<file path="src/rtl/seeprom_pkg.sv">
// Shared definitions for the serial EEPROM Hold/Rdy generator:
// channel FSM encodings and width helper functions.
package seeprom_pkg;

   typedef enum logic {
      ST_WAIT  = 1'b0,
      ST_READY = 1'b1
   } chan_state_t;

   // Ceiling log2; clog2(1) returns 0.
   function automatic int clog2(input int value);
      int res;
      int v;
      res = 0;
      v = value - 1;
      while (v > 0) begin
         res = res + 1;
         v = v >> 1;
      end
      return res;
   endfunction

   // Ceiling log2 but never narrower than one bit, for counters and selects.
   function automatic int clog2_min1(input int value);
      return (clog2(value) < 1) ? 1 : clog2(value);
   endfunction

endpackage

</file>
<file path="src/rtl/seeprom_rdy_chan.sv">
// One Hold/Rdy channel: Hold synchroniser, stable-low filter FSM,
// not-ready timeout counter and sticky timeout flag.
module seeprom_rdy_chan
   import seeprom_pkg::*;
#(
   parameter int SYNC_STAGES = 2,
   parameter int FILTER_LEN  = 3,
   parameter int TIMEOUT     = 8
) (
   input  logic clk,
   input  logic rst,
   input  logic hold,
   input  logic clr,
   output logic rdy,
   output logic to
);

   localparam int            FW    = clog2_min1(FILTER_LEN);
   localparam logic [FW-1:0] FLAST = FW'(FILTER_LEN - 1);

   logic [SYNC_STAGES-1:0] sync_q;
   logic                   hold_s;
   chan_state_t            state_q;
   chan_state_t            state_d;
   logic [FW-1:0]          fcnt_q;
   logic [FW-1:0]          fcnt_d;
   logic                   in_wait;

   // Plain shift chain; reset loads 1 so the pin is treated as holding until proven low.
   always_ff @(posedge clk or posedge rst) begin
      if (rst) begin
         sync_q <= '1;
      end else begin
         sync_q <= {sync_q[SYNC_STAGES-2:0], hold};
      end
   end

   assign hold_s = sync_q[SYNC_STAGES-1];

   // State and filter counter registers.
   always_ff @(posedge clk or posedge rst) begin
      if (rst) begin
         state_q <= ST_WAIT;
         fcnt_q  <= '0;
      end else begin
         state_q <= state_d;
         fcnt_q  <= fcnt_d;
      end
   end

   // Drop ready on any high sample; rise only after FILTER_LEN consecutive low samples.
   always_comb begin
      state_d = state_q;
      fcnt_d  = fcnt_q;
      case (state_q)
         ST_WAIT: begin
            if (hold_s) begin
               fcnt_d = '0;
            end else if (fcnt_q == FLAST) begin
               state_d = ST_READY;
               fcnt_d  = '0;
            end else begin
               fcnt_d = fcnt_q + FW'(1);
            end
         end
         ST_READY: begin
            fcnt_d = '0;
            if (hold_s) begin
               state_d = ST_WAIT;
            end
         end
         default: begin
            state_d = ST_WAIT;
            fcnt_d  = '0;
         end
      endcase
   end

   // Ready is a straight decode of the registered state.
   always_comb begin
      rdy     = (state_q == ST_READY);
      in_wait = (state_q == ST_WAIT);
   end

   if (TIMEOUT > 0) begin : g_timeout
      localparam int            TW   = clog2(TIMEOUT + 1);
      localparam logic [TW-1:0] TMAX = TW'(TIMEOUT);
      localparam logic [TW-1:0] TPRE = TW'(TIMEOUT - 1);

      logic [TW-1:0] tcnt_q;
      logic          to_q;
      logic          go_ready;
      logic          reach;
      logic          timed_out;

      assign go_ready  = in_wait && (state_d == ST_READY);
      assign reach     = in_wait && !go_ready && (tcnt_q == TPRE);
      assign timed_out = in_wait && (tcnt_q == TMAX);

      // Count not-ready cycles, saturating, and restart the moment ready returns.
      always_ff @(posedge clk or posedge rst) begin
         if (rst) begin
            tcnt_q <= '0;
         end else if (go_ready) begin
            tcnt_q <= '0;
         end else if (in_wait && (tcnt_q != TMAX)) begin
            tcnt_q <= tcnt_q + TW'(1);
         end
      end

      // Sticky flag: reaching the limit beats a clear; a clear while still saturated re-arms next cycle.
      always_ff @(posedge clk or posedge rst) begin
         if (rst) begin
            to_q <= 1'b0;
         end else if (reach) begin
            to_q <= 1'b1;
         end else if (clr) begin
            to_q <= 1'b0;
         end else if (timed_out) begin
            to_q <= 1'b1;
         end
      end

      assign to = to_q;
   end else begin : g_no_timeout
      logic unused_clr;
      assign unused_clr = clr;
      assign to         = 1'b0;
   end

endmodule

</file>
<file path="src/rtl/seeprom_rdy_mc.sv">
// Multi-channel ready generator for serial EEPROM Hold lines: one
// independent channel per Hold pin plus a channel-select readback.
module seeprom_rdy_mc
   import seeprom_pkg::*;
#(
   parameter int N_CH        = 2,
   parameter int SYNC_STAGES = 2,
   parameter int FILTER_LEN  = 3,
   parameter int TIMEOUT     = 8
) (
   input  logic                        SCK,
   input  logic                        Rst,
   input  logic [N_CH-1:0]             Hold,
   input  logic [N_CH-1:0]             Clr,
   input  logic [clog2_min1(N_CH)-1:0] Sel,
   output logic [N_CH-1:0]             Rdy,
   output logic [N_CH-1:0]             TO,
   output logic                        Rdy_Sel,
   output logic                        TO_Sel
);

   localparam int SEL_W = clog2_min1(N_CH);

   for (genvar i = 0; i < N_CH; i++) begin : g_chan
      seeprom_rdy_chan #(
         .SYNC_STAGES (SYNC_STAGES),
         .FILTER_LEN  (FILTER_LEN),
         .TIMEOUT     (TIMEOUT)
      ) u_chan (
         .clk  (SCK),
         .rst  (Rst),
         .hold (Hold[i]),
         .clr  (Clr[i]),
         .rdy  (Rdy[i]),
         .to   (TO[i])
      );
   end

   // Select readback; a select value with no matching channel reads as 0.
   always_comb begin
      Rdy_Sel = 1'b0;
      TO_Sel  = 1'b0;
      for (int i = 0; i < N_CH; i++) begin
         if (Sel == SEL_W'(i)) begin
            Rdy_Sel = Rdy[i];
            TO_Sel  = TO[i];
         end
      end
   end

endmodule

</file>
<file path="config.mk">
export PLATFORM = sky130hd
export DESIGN_NAME = seeprom_rdy_mc
export DESIGN_NICKNAME = d
export VERILOG_FILES = /design/src/rtl/seeprom_pkg.sv /design/src/rtl/seeprom_rdy_chan.sv /design/src/rtl/seeprom_rdy_mc.sv
export SDC_FILE = /design/constraint.sdc
export NUM_CORES = 1
export LEC_CHECK = 0
export BUFFER_PORTS_ARGS = -buffer_cell sky130_fd_sc_hd__buf_2
export CAP_MARGIN = 20
export CORE_MARGIN = 8
export CORE_UTILIZATION = 49
export DETAILED_ROUTE_END_ITERATION = 7
export PLACE_DENSITY = 0.73
export SYNTH_ARGS = -nofsm -noshare
export SYNTH_HDL_FRONTEND = slang
export SYNTH_HIERARCHICAL = 1
export SYNTH_SLANG_ARGS = --single-unit
</file>
<file path="constraint.sdc">
create_clock -name SCK -period 1.2 [get_ports SCK]
set_input_delay 0.18 -clock SCK [delete_from_list [all_inputs] [get_ports SCK]]
set_output_delay 0.18 -clock SCK [all_outputs]
set_load 0.01 [all_outputs]
</file>
Word level (Yosys, flattened, before mapping) --
Index checks and enable logic that the tools add are counted.
Operators by class: divide/modulo/power cells 0, bitwise gates (word level) 2, mux-type cells 26, magnitude comparators 0, equal/unequal tests 8, reduce and logical (&&, ||, !) cells 16, shift operators 0, multiply operators 0, add/sub/neg operators 4
Operators by type and width (number):
- $mux 4 | 4
- $mux 1 | 14
- $logic_and 1x1->1 | 10
- $add 4x1->4 const B | 2
- $eq 4x3->1 const B | 2
- $eq 4x4->1 const B | 2
- $mux 2 | 4
- $ne 4x4->1 const B | 2
- $pmux 2 s2 | 2
- $reduce_bool 3->1 | 2
- $add 2x1->2 const B | 2
- $eq 2x2->1 const B | 2
- $pmux 1 s2 | 2
- $reduce_bool 2->1 | 2
- $logic_not 1->1 | 2
- $not 1->1 | 2
Storage, ports and cells: output and inout port bits 6, logic and storage cells 66, memories kept 0, memory bits (writable) 0, bits in read-only memories 0, bits of input ports 7, register bits 20, bits in latches 0

Longest topological paths before layout --
Gate-level depths: netlist of run 1.
depth after elaboration 9, mapped depth 5, depth with buffers taken out 5

Modules after synthesis --
The synthesis of run 1 kept the hierarchy.
By module, submodules not included:
- seeprom_rdy_chan | seq. area each 252.7 um2, instances 2, cells each 40, area an instance 452.9 um2
- seeprom_rdy_mc | seq. area each 0.0 um2, instances 1, cells each 2, area an instance 22.5 um2

Worst setup path before layout of run 1 --
Ideal clock, no wire load.
path kind register to register, from reg g_chan[0].u_chan.g_timeout.tcnt_q[0], to reg g_chan[0].u_chan.g_timeout.tcnt_q[0], data required time 1.123 ns, setup slack -0.100 ns, period minus slack after synthesis 1.300 ns, data arrival time 1.222 ns, cell stages (with the launch flop) 6, buffers on the path 0, library setup time 0.077 ns, cells stage by stage dfrtp_1 -> inv_1 -> ha_1 -> and3b_4 -> or3_1 -> a21oi_1
Between the ends: longest elaborated chain between the ends 3, elaborated cells on any way between the ends 6, those cells by class add/sub: 1; eq/ne: 1; mux: 2; reduce/logical: 2
RTL lines:
- start: declaration | line seeprom_rdy_chan.sv:90 | logic [TW-1:0] tcnt_q;
- start signal: assignment | line seeprom_rdy_chan.sv:107 | tcnt_q <= tcnt_q + TW'(1);
- $add 4x1->4 or $ne 4x4->1 (tied branches) | line seeprom_rdy_chan.sv:107, seeprom_rdy_chan.sv:106
- $mux 4 or $logic_and 1x1->1 (tied branches) | line seeprom_rdy_chan.sv:106 | end else if (in_wait && (tcnt_q != TMAX)) begin
- $mux 4 or $reduce_bool 2->1 (tied branches)
Parallel ways exist; a longest one is shown, timed or not. The select of a mux whose other input is x is not followed. A chain may end at the register's enable or synchronous reset.

Worst setup path after layout of run 1 --
from reg g_chan[1].u_chan.state_q, to out Rdy_Sel
Between the ends: longest elaborated chain between the ends 1
RTL lines:
- start: declaration | line seeprom_rdy_chan.sv:23 | chan_state_t state_q;
- start signal: assignment | line seeprom_rdy_chan.sv:46 | state_q <= state_d;
- $mux 1 | line seeprom_rdy_mc.sv:44 | if (Sel == SEL_W'(i)) begin
- end: declaration | line seeprom_rdy_mc.sv:18 | output logic Rdy_Sel,
Every way passes these cells.

==> results of run 1 <==
==> sequential cells by signal, indices dropped and copies added (netlist names) <==
name	cells
g_chan.u_chan/g_timeout.tcnt_q	8
g_chan.u_chan/fcnt_q	4
g_chan.u_chan/sync_q	4
g_chan.u_chan/rdy	2
g_chan.u_chan/to	2
==> worst register-to-register path: cells and delay by family (launching register included) <==
family / cells / cell delay [ns]
adders and majority gates: 1 / 0.18
buffers and inverters: 1 / 0.06
DFF: 1 / 0.39
AOI/OAI and AO/OA: 1 / 0.13
and+or+nand+nor: 2 / 0.52
==> routing by layer <==
| metal | vias up | global-route usage, % |
|---|---|---|
| met5 | - | 0 |
| met3 | 2 | 2.82 |
| met1 | 400 | 16.8 |
| met2 | 22 | 24.8 |
| met4 | 0 | 5.78 |
| li1 | 383 | - |
==> what timing repair did <==
item,CTS,global route
buffers inserted,4,4
endpoints found under the hold margin,18,0
pin swaps,6,8
hold buffers,3,0
gates resized for setup,19,17
setup endpoints to repair,9,15
==> stage by stage <==
| stage | instances | instance area [sq um] | setup TNS [ns] |
|---|---|---|---|
| after floorplan | 82 | 933 | -0.110 |
| after global placement | 135 | 1150 | -0.0911 |
| after detailed placement | 135 | 1150 | -0.241 |
| after CTS | 146 | 1340 | -0.948 |
| after global routing | 150 | 1430 | -1.96 |
| final | 150 | 1430 | -1.29 |
==> final timing paths <==
kind / startpoint / endpoint
worst max-delay path: g_chan[1].u_chan/rdy / Rdy_Sel
worst min-delay path: Clr[0] / g_chan[0].u_chan/to
worst max register to register: g_chan[0].u_chan/g_timeout.tcnt_q[1] / g_chan[0].u_chan/g_timeout.tcnt_q[0]
worst min register to register: g_chan[0].u_chan/sync_q[0] / g_chan[0].u_chan/sync_q[1]
max in group asynchronous: Rst / g_chan[1].u_chan/sync_q[0]
min in group asynchronous: Rst / g_chan[0].u_chan/fcnt_q[1]
==> cells in the final DEF (no fill, tap or decap), drive strengths merged <==
cell type / count
a211o: 2
a21oi: 8
and3b: 2
buf: 38
clkbuf: 4
dfrtp: 16
dfstp: 4
dlygate4sd3: 3
ha: 4
inv: 8
mux2: 2
nand2: 4
nand2b: 4
nand4b: 2
nor2: 2
nor3: 2
nor4: 2
nor4b: 2
o211ai: 2
o21ai: 2
o31ai: 2
o32ai: 2
or2b: 2
or3: 2
or4b: 2
xor2: 2
==> report_power, final <==
part	total, mW	switching [mW]	internal (mW)
Sequential	1.04	0.158	0.882
Clock	0.394	0.209	0.185
Combinational	1.49	0.657	0.831
==> area by class of cell <==
cell class / instances / area share [%]
Clock buffer: 4 / 2.54
Tap cell: 25 / 2.19
Timing Repair Buffer: 41 / 24.1
Multi-Input combinational cell: 52 / 33.6
Inverter: 8 / 2.27
Sequential cell: 20 / 35.3
==> kinds of logic after synthesis <==
logic type      synth area share, %
fa+ha+maj                      5.39
buf+inv                        4.31
simple gates                   19.1
compound gates                 12.4
xor+xnor                       1.89
flops                          54.4
mux                            2.43
==> flow_metrics.py, run 1 <==
metrics = {
    "place": {
        "routabilityCongestion": 0.789,
        "io_buffers": 12,
        "place_ws_ns": -0.0650,
        "place_hpwl_um": 1440,
    },
    "clock_tree": {
        "htree_levels": 1,
        "cts_buffers": 3,
        "cts.sinks": 20,
        "tritoncts": "built",
        "clock_latency_ns": 0.31,
        "cts-root-buf": "clkbuf_4",
        "path_clk_slew_ns": 0.11,
        "clockBufferDepth": 2,
    },
    "job": {
        "cap_violations": 0,
    },
    "yosys": {
        "synthTopCellsByArea": "dfrtp_1 (43%), dfstp_2 (11%), ha_1 (5.4%)",
        "yosys-top-cells-count": "dfrtp_1 (16), a21oi_1 (8), inv_1 (8)",
        "synthArstFlopShare_pct": 100,
        "synth_cells": 82,
        "ys_ff_latch": 20,
        "yosysTopAreaCell": "dfrtp_1",
        "ys_seq_area_share_pct": 54.4,
        "synth_edf_count": 0,
        "yosysMostFrequentCell": "dfrtp_1",
        "syn-mean-instance-area_sq_um": 11.3,
        "post-synth-top-area-fraction_pct": 43.1,
        "synth_ff_type": "dfrtp_1",
        "synth.distinct_cells": 24,
        "syn_area_sq_um": 928,
        "synth_fp_nets": 93,
        "synth_warnings": 6,
    },
    "die": {
        "die_width_um": 59.5,
        "row_count": 15,
        "initial_utilization_pct": 52.6,
        "core_area_sq_um": 1760,
        "die-area_sq_um": 3540,
        "io_pins": 13,
        "die_y_um": 59.5,
    },
    "setup_path": {
        "critPathTopFamily": "flip-flops",
        "worstSetupPathType": "register to output port",
        "critPathLaunchType": "register",
        "critPathMaxFanout": 2,
        "slowest_stage": "dfrtp_1",
        "cp_num_buf_inv": 2,
        "cpMostUsedCell": "buf_6",
        "worstSetupEndpointType": "output port",
        "r2r_slack_ns": -0.15,
        "cp.required_ns": 1.02,
        "max_stage_delay_ns": 0.41,
        "crit_cells": 3,
        "crit_arrival_ns": 1.24,
        "crit_chain": "buf_6 -> mux2_2 -> buf_6",
        "reg2reg_depth": 5,
    },
    "sta": {
        "fin_crit_sh_pct": 119,
        "relSlewSlack_pct": 73.3,
        "fin_ws_ns": -0.225,
        "timing.fmax_mhz": 702,
        "finClkSkew_ns": 0.00499,
        "setup_viol": 14,
        "hold_slack_ns": 0.0504,
        "finalHoldViolations": 0,
        "worst_pin_slew_ns": 0.400,
        "rsz0062_at_grt": "true",
        "period_minus_slack_ns": 1.42,
        "slew_violations": 0,
    },
    "global_routing": {
        "grt_antenna_before_repair": 0,
        "grt_pass1_wl_um": 3830,
        "grt_max_degree": 12,
        "grt_overflow_total": 0,
        "track_usage_pct": 14.4,
        "grt_pass1_vias": 860,
    },
    "cells_and_area": {
        "syn2layout_area_growth_pct": 54.0,
        "n_fill_cell": 104,
        "fin_nets": 137,
        "finalCoreUtilization_pct": 81.1,
        "seqCellArea_sq_um": 505,
        "antenna_cells": 0,
        "multiInputGateArea_sq_um": 480,
        "drive_above_1_share_pct": 56.0,
    },
    "route": {
        "firstDrtPassIters": 4,
        "wl_met2_um": 1270,
        "first_iter_violations": 16,
        "wirelength_um": 2590,
        "wl_per_cell_um": 17.3,
        "met3WireLength_um": 128,
        "drc_errors": 0,
        "met1_length_um": 1170,
        "detail_route.vias_per_cell": 5.38,
        "ant_nets": 0,
        "num_vias": 807,
        "highest_layer": "met4",
    },
    "outcome": {
        "violations": "setup timing",
        "outcome": "complete, but fails checks",
    },
    "power_and_ir_drop": {
        "leakagePower_nw": 0.660,
        "ir_worst_vdd_mv": 1.46,
        "power.density_nw_per_um2": 2040,
        "p_total_mw": 2.92,
    },
    "min_path": {
        "hold_path.class": "input port to register",
        "hold_depth": 2,
    },
}
No activity file was read; power rests on OpenSTA's default activity.
==> inputs of run 2 (changes only) <==
--- a/config.mk
+++ b/config.mk
@@ -10,6 +10,7 @@
 export CORE_MARGIN = 8
 export CORE_UTILIZATION = 49
 export DETAILED_ROUTE_END_ITERATION = 7
+export GPL_TIMING_DRIVEN = 0
 export PLACE_DENSITY = 0.73
 export SYNTH_ARGS = -nofsm -noshare
 export SYNTH_HDL_FRONTEND = slang
==> run 2 against run 1 <==
  * The flow still finishes with violations (setup timing)
  * Hold slack improved by 0.012 ns
  * Clock skew rose by 0.0018 ns
  * Sequential power barely moved
  * Clock power barely moved
  * Register-to-register slack barely moved
  * Worst setup slack improved by 0.081 ns
  * Highest routed layer unchanged
==> flow_metrics.py, run 2 (synthesized netlist as in run 1, its figures left out) <==
metrics = {
    "outcome": {
        "outcome": "complete, but fails checks",
        "violations": "setup timing",
    },
    "sta": {
        "finClkSkew_ns": 0.00680,
        "rsz0062_at_grt": "true",
        "worst_pin_slew_ns": 0.392,
        "fin_ws_ns": -0.144,
        "period_minus_slack_ns": 1.34,
        "relSlewSlack_pct": 73.9,
        "finalHoldViolations": 0,
        "timing.fmax_mhz": 744,
        "setup_viol": 9,
        "fin_crit_sh_pct": 112,
        "slew_violations": 0,
    },
    "setup_path": {
        "critPathMaxFanout": 4,
        "critPathLaunchType": "register",
        "r2r_slack_ns": -0.14,
        "worstSetupPathType": "register to output port",
        "cp.required_ns": 1.02,
        "worstSetupEndpointType": "output port",
        "crit_arrival_ns": 1.16,
    },
    "power_and_ir_drop": {
        "ir_worst_vdd_mv": 1.47,
        "power.density_nw_per_um2": 2110,
        "leakagePower_nw": 0.606,
    },
    "clock_tree": {
        "clockBufferDepth": 2,
        "cts_buffers": 3,
        "cts-root-buf": "clkbuf_4",
        "clock_latency_ns": 0.30,
        "tritoncts": "built",
        "htree_levels": 1,
        "path_clk_slew_ns": 0.11,
        "cts.sinks": 20,
    },
    "route": {
        "wl_per_cell_um": 15.1,
        "firstDrtPassIters": 4,
        "drc_errors": 0,
        "wirelength_um": 2130,
        "ant_nets": 0,
        "num_vias": 749,
        "detail_route.vias_per_cell": 5.31,
        "first_iter_violations": 7,
    },
    "place": {
        "dp.cells": 119,
        "routabilityCongestion": 0.817,
        "place_hpwl_um": 1270,
        "place_area_sq_um": 1020,
        "io_buffers": 12,
    },
    "global_routing": {
        "grtUsageMet3_pct": 3.25,
        "grt_pass1_vias": 715,
        "grt_antenna_before_repair": 0,
        "track_usage_pct": 11.9,
        "grt_util_met1_pct": 14.9,
        "gr-max-usage-layer": "met2",
        "grt_pass1_wl_um": 3220,
        "grt_max_degree": 12,
        "grt_overflow_total": 0,
        "grt_use_met2_pct": 18.6,
    },
    "job": {
        "cap_violations": 0,
    },
    "die": {
        "initial_utilization_pct": 52.6,
        "die_y_um": 59.5,
        "row_count": 15,
        "core_area_sq_um": 1760,
        "die_width_um": 59.5,
        "io_pins": 13,
        "die-area_sq_um": 3540,
    },
    "cells_and_area": {
        "multiInputGateArea_sq_um": 488,
        "layoutNonFillerInstCount": 141,
        "layout_commonest_cell": "dfrtp_1",
        "drive_above_1_share_pct": 50.9,
        "largest_registers": "g_chan.u_chan/g_timeout.tcnt_q: 8 flops, g_chan.u_chan/fcnt_q: 4 flops, g_chan.u_chan/sync_q: 4 flops",
        "fin_nets": 128,
        "seqCellArea_sq_um": 505,
        "top_register": "g_chan.u_chan/g_timeout.tcnt_q",
        "n_fill_cell": 128,
        "antenna_cells": 0,
        "final_cell_mix": "dfrtp_1 (16), buf_4 (12), buf_2 (10)",
        "syn2layout_area_growth_pct": 44.3,
        "largest_reg_flops": 8,
        "stdcell_area_sq_um": 1340,
    },
    "min_path": {
        "hold_path.class": "input port to register",
    },
}
-- run 2: cell count changes in the layout (fill, tap and decap cells not counted), moves of 2 or more --
cell / change
buf_4: -6
inv_1: +2
buf_2: +2
a21oi_2: -2
ha_1: -2
buf_6: -4
-- run 2: where the power goes --
part	leakage (nW)	switching (mW)	internal, mW
clock network	0.0210	0.208	0.185
registers	0.246	0.169	0.882
logic	0.339	0.604	0.778
total	0.606	0.981	1.84
-- run 2: routing by layer --
| metal | vias to the layer above | part of all wire [%] |
|---|---|---|
| met1 | 371 | 47 |
| met4 | 0 | 1.2 |
| met2 | 12 | 49 |
| met5 | - | 0 |
| li1 | 362 | - |
| met3 | 4 | 3.0 |
-- run 2: path summary, 6_finish.rpt --
kind,start,to,depth (start not counted)
max in group asynchronous,Rst,g_chan[1].u_chan/sync_q[1],3
worst max register to register,g_chan[0].u_chan/g_timeout.tcnt_q[1],g_chan[0].u_chan/g_timeout.tcnt_q[0],5
worst max-delay path,g_chan[0].u_chan/rdy,Rdy_Sel,2
worst min register to register,g_chan[0].u_chan/sync_q[0],g_chan[0].u_chan/sync_q[1],0
min in group asynchronous,Rst,g_chan[0].u_chan/rdy,3
worst min-delay path,Clr[1],g_chan[1].u_chan/to,2
-- run 2: area by class of cell --
class | instances | share of cell area, %
sequential | 20 | 37.7
multi-input combinational | 52 | 36.4
timing repair buffer | 30 | 17.2
clock buffer | 4 | 2.71
tap | 25 | 2.33
inverter | 8 | 2.24
buffer | 2 | 1.40
-- run 2: timing repair --
action,4_1_cts,5_1_grt
hold buffers,3,0
pin swaps,5,6
gates cloned,0,0
setup buffers,10,5
endpoints found under the setup margin,10,13
endpoints found under the hold margin,18,0
gates resized for setup,8,24
-- run 2: through the flow --
step | hold WS [ns] | total power, mW | utilization, % | setup TNS (ns) | setup slack (ns)
2_1_floorplan | 0.0187 | 1.64 | - | -0.110 | -0.0487
3_3_place_gp | 0.179 | 1.83 | 58.1 | -0.355 | -0.116
3_5_place_dp | 0.185 | 1.87 | 58.1 | -0.509 | -0.162
4_1_cts | 0.0407 | 2.54 | 68.4 | -0.626 | -0.127
5_1_grt | 0.0463 | 3.03 | 76.0 | -1.20 | -0.179
6_report | 0.0624 | 2.83 | 76.0 | -0.862 | -0.144
-- run 2: worst max-delay path: stages (launching register included) --
cell     delay, ns
dfrtp_1       0.45
mux2_2        0.29
buf_6         0.12
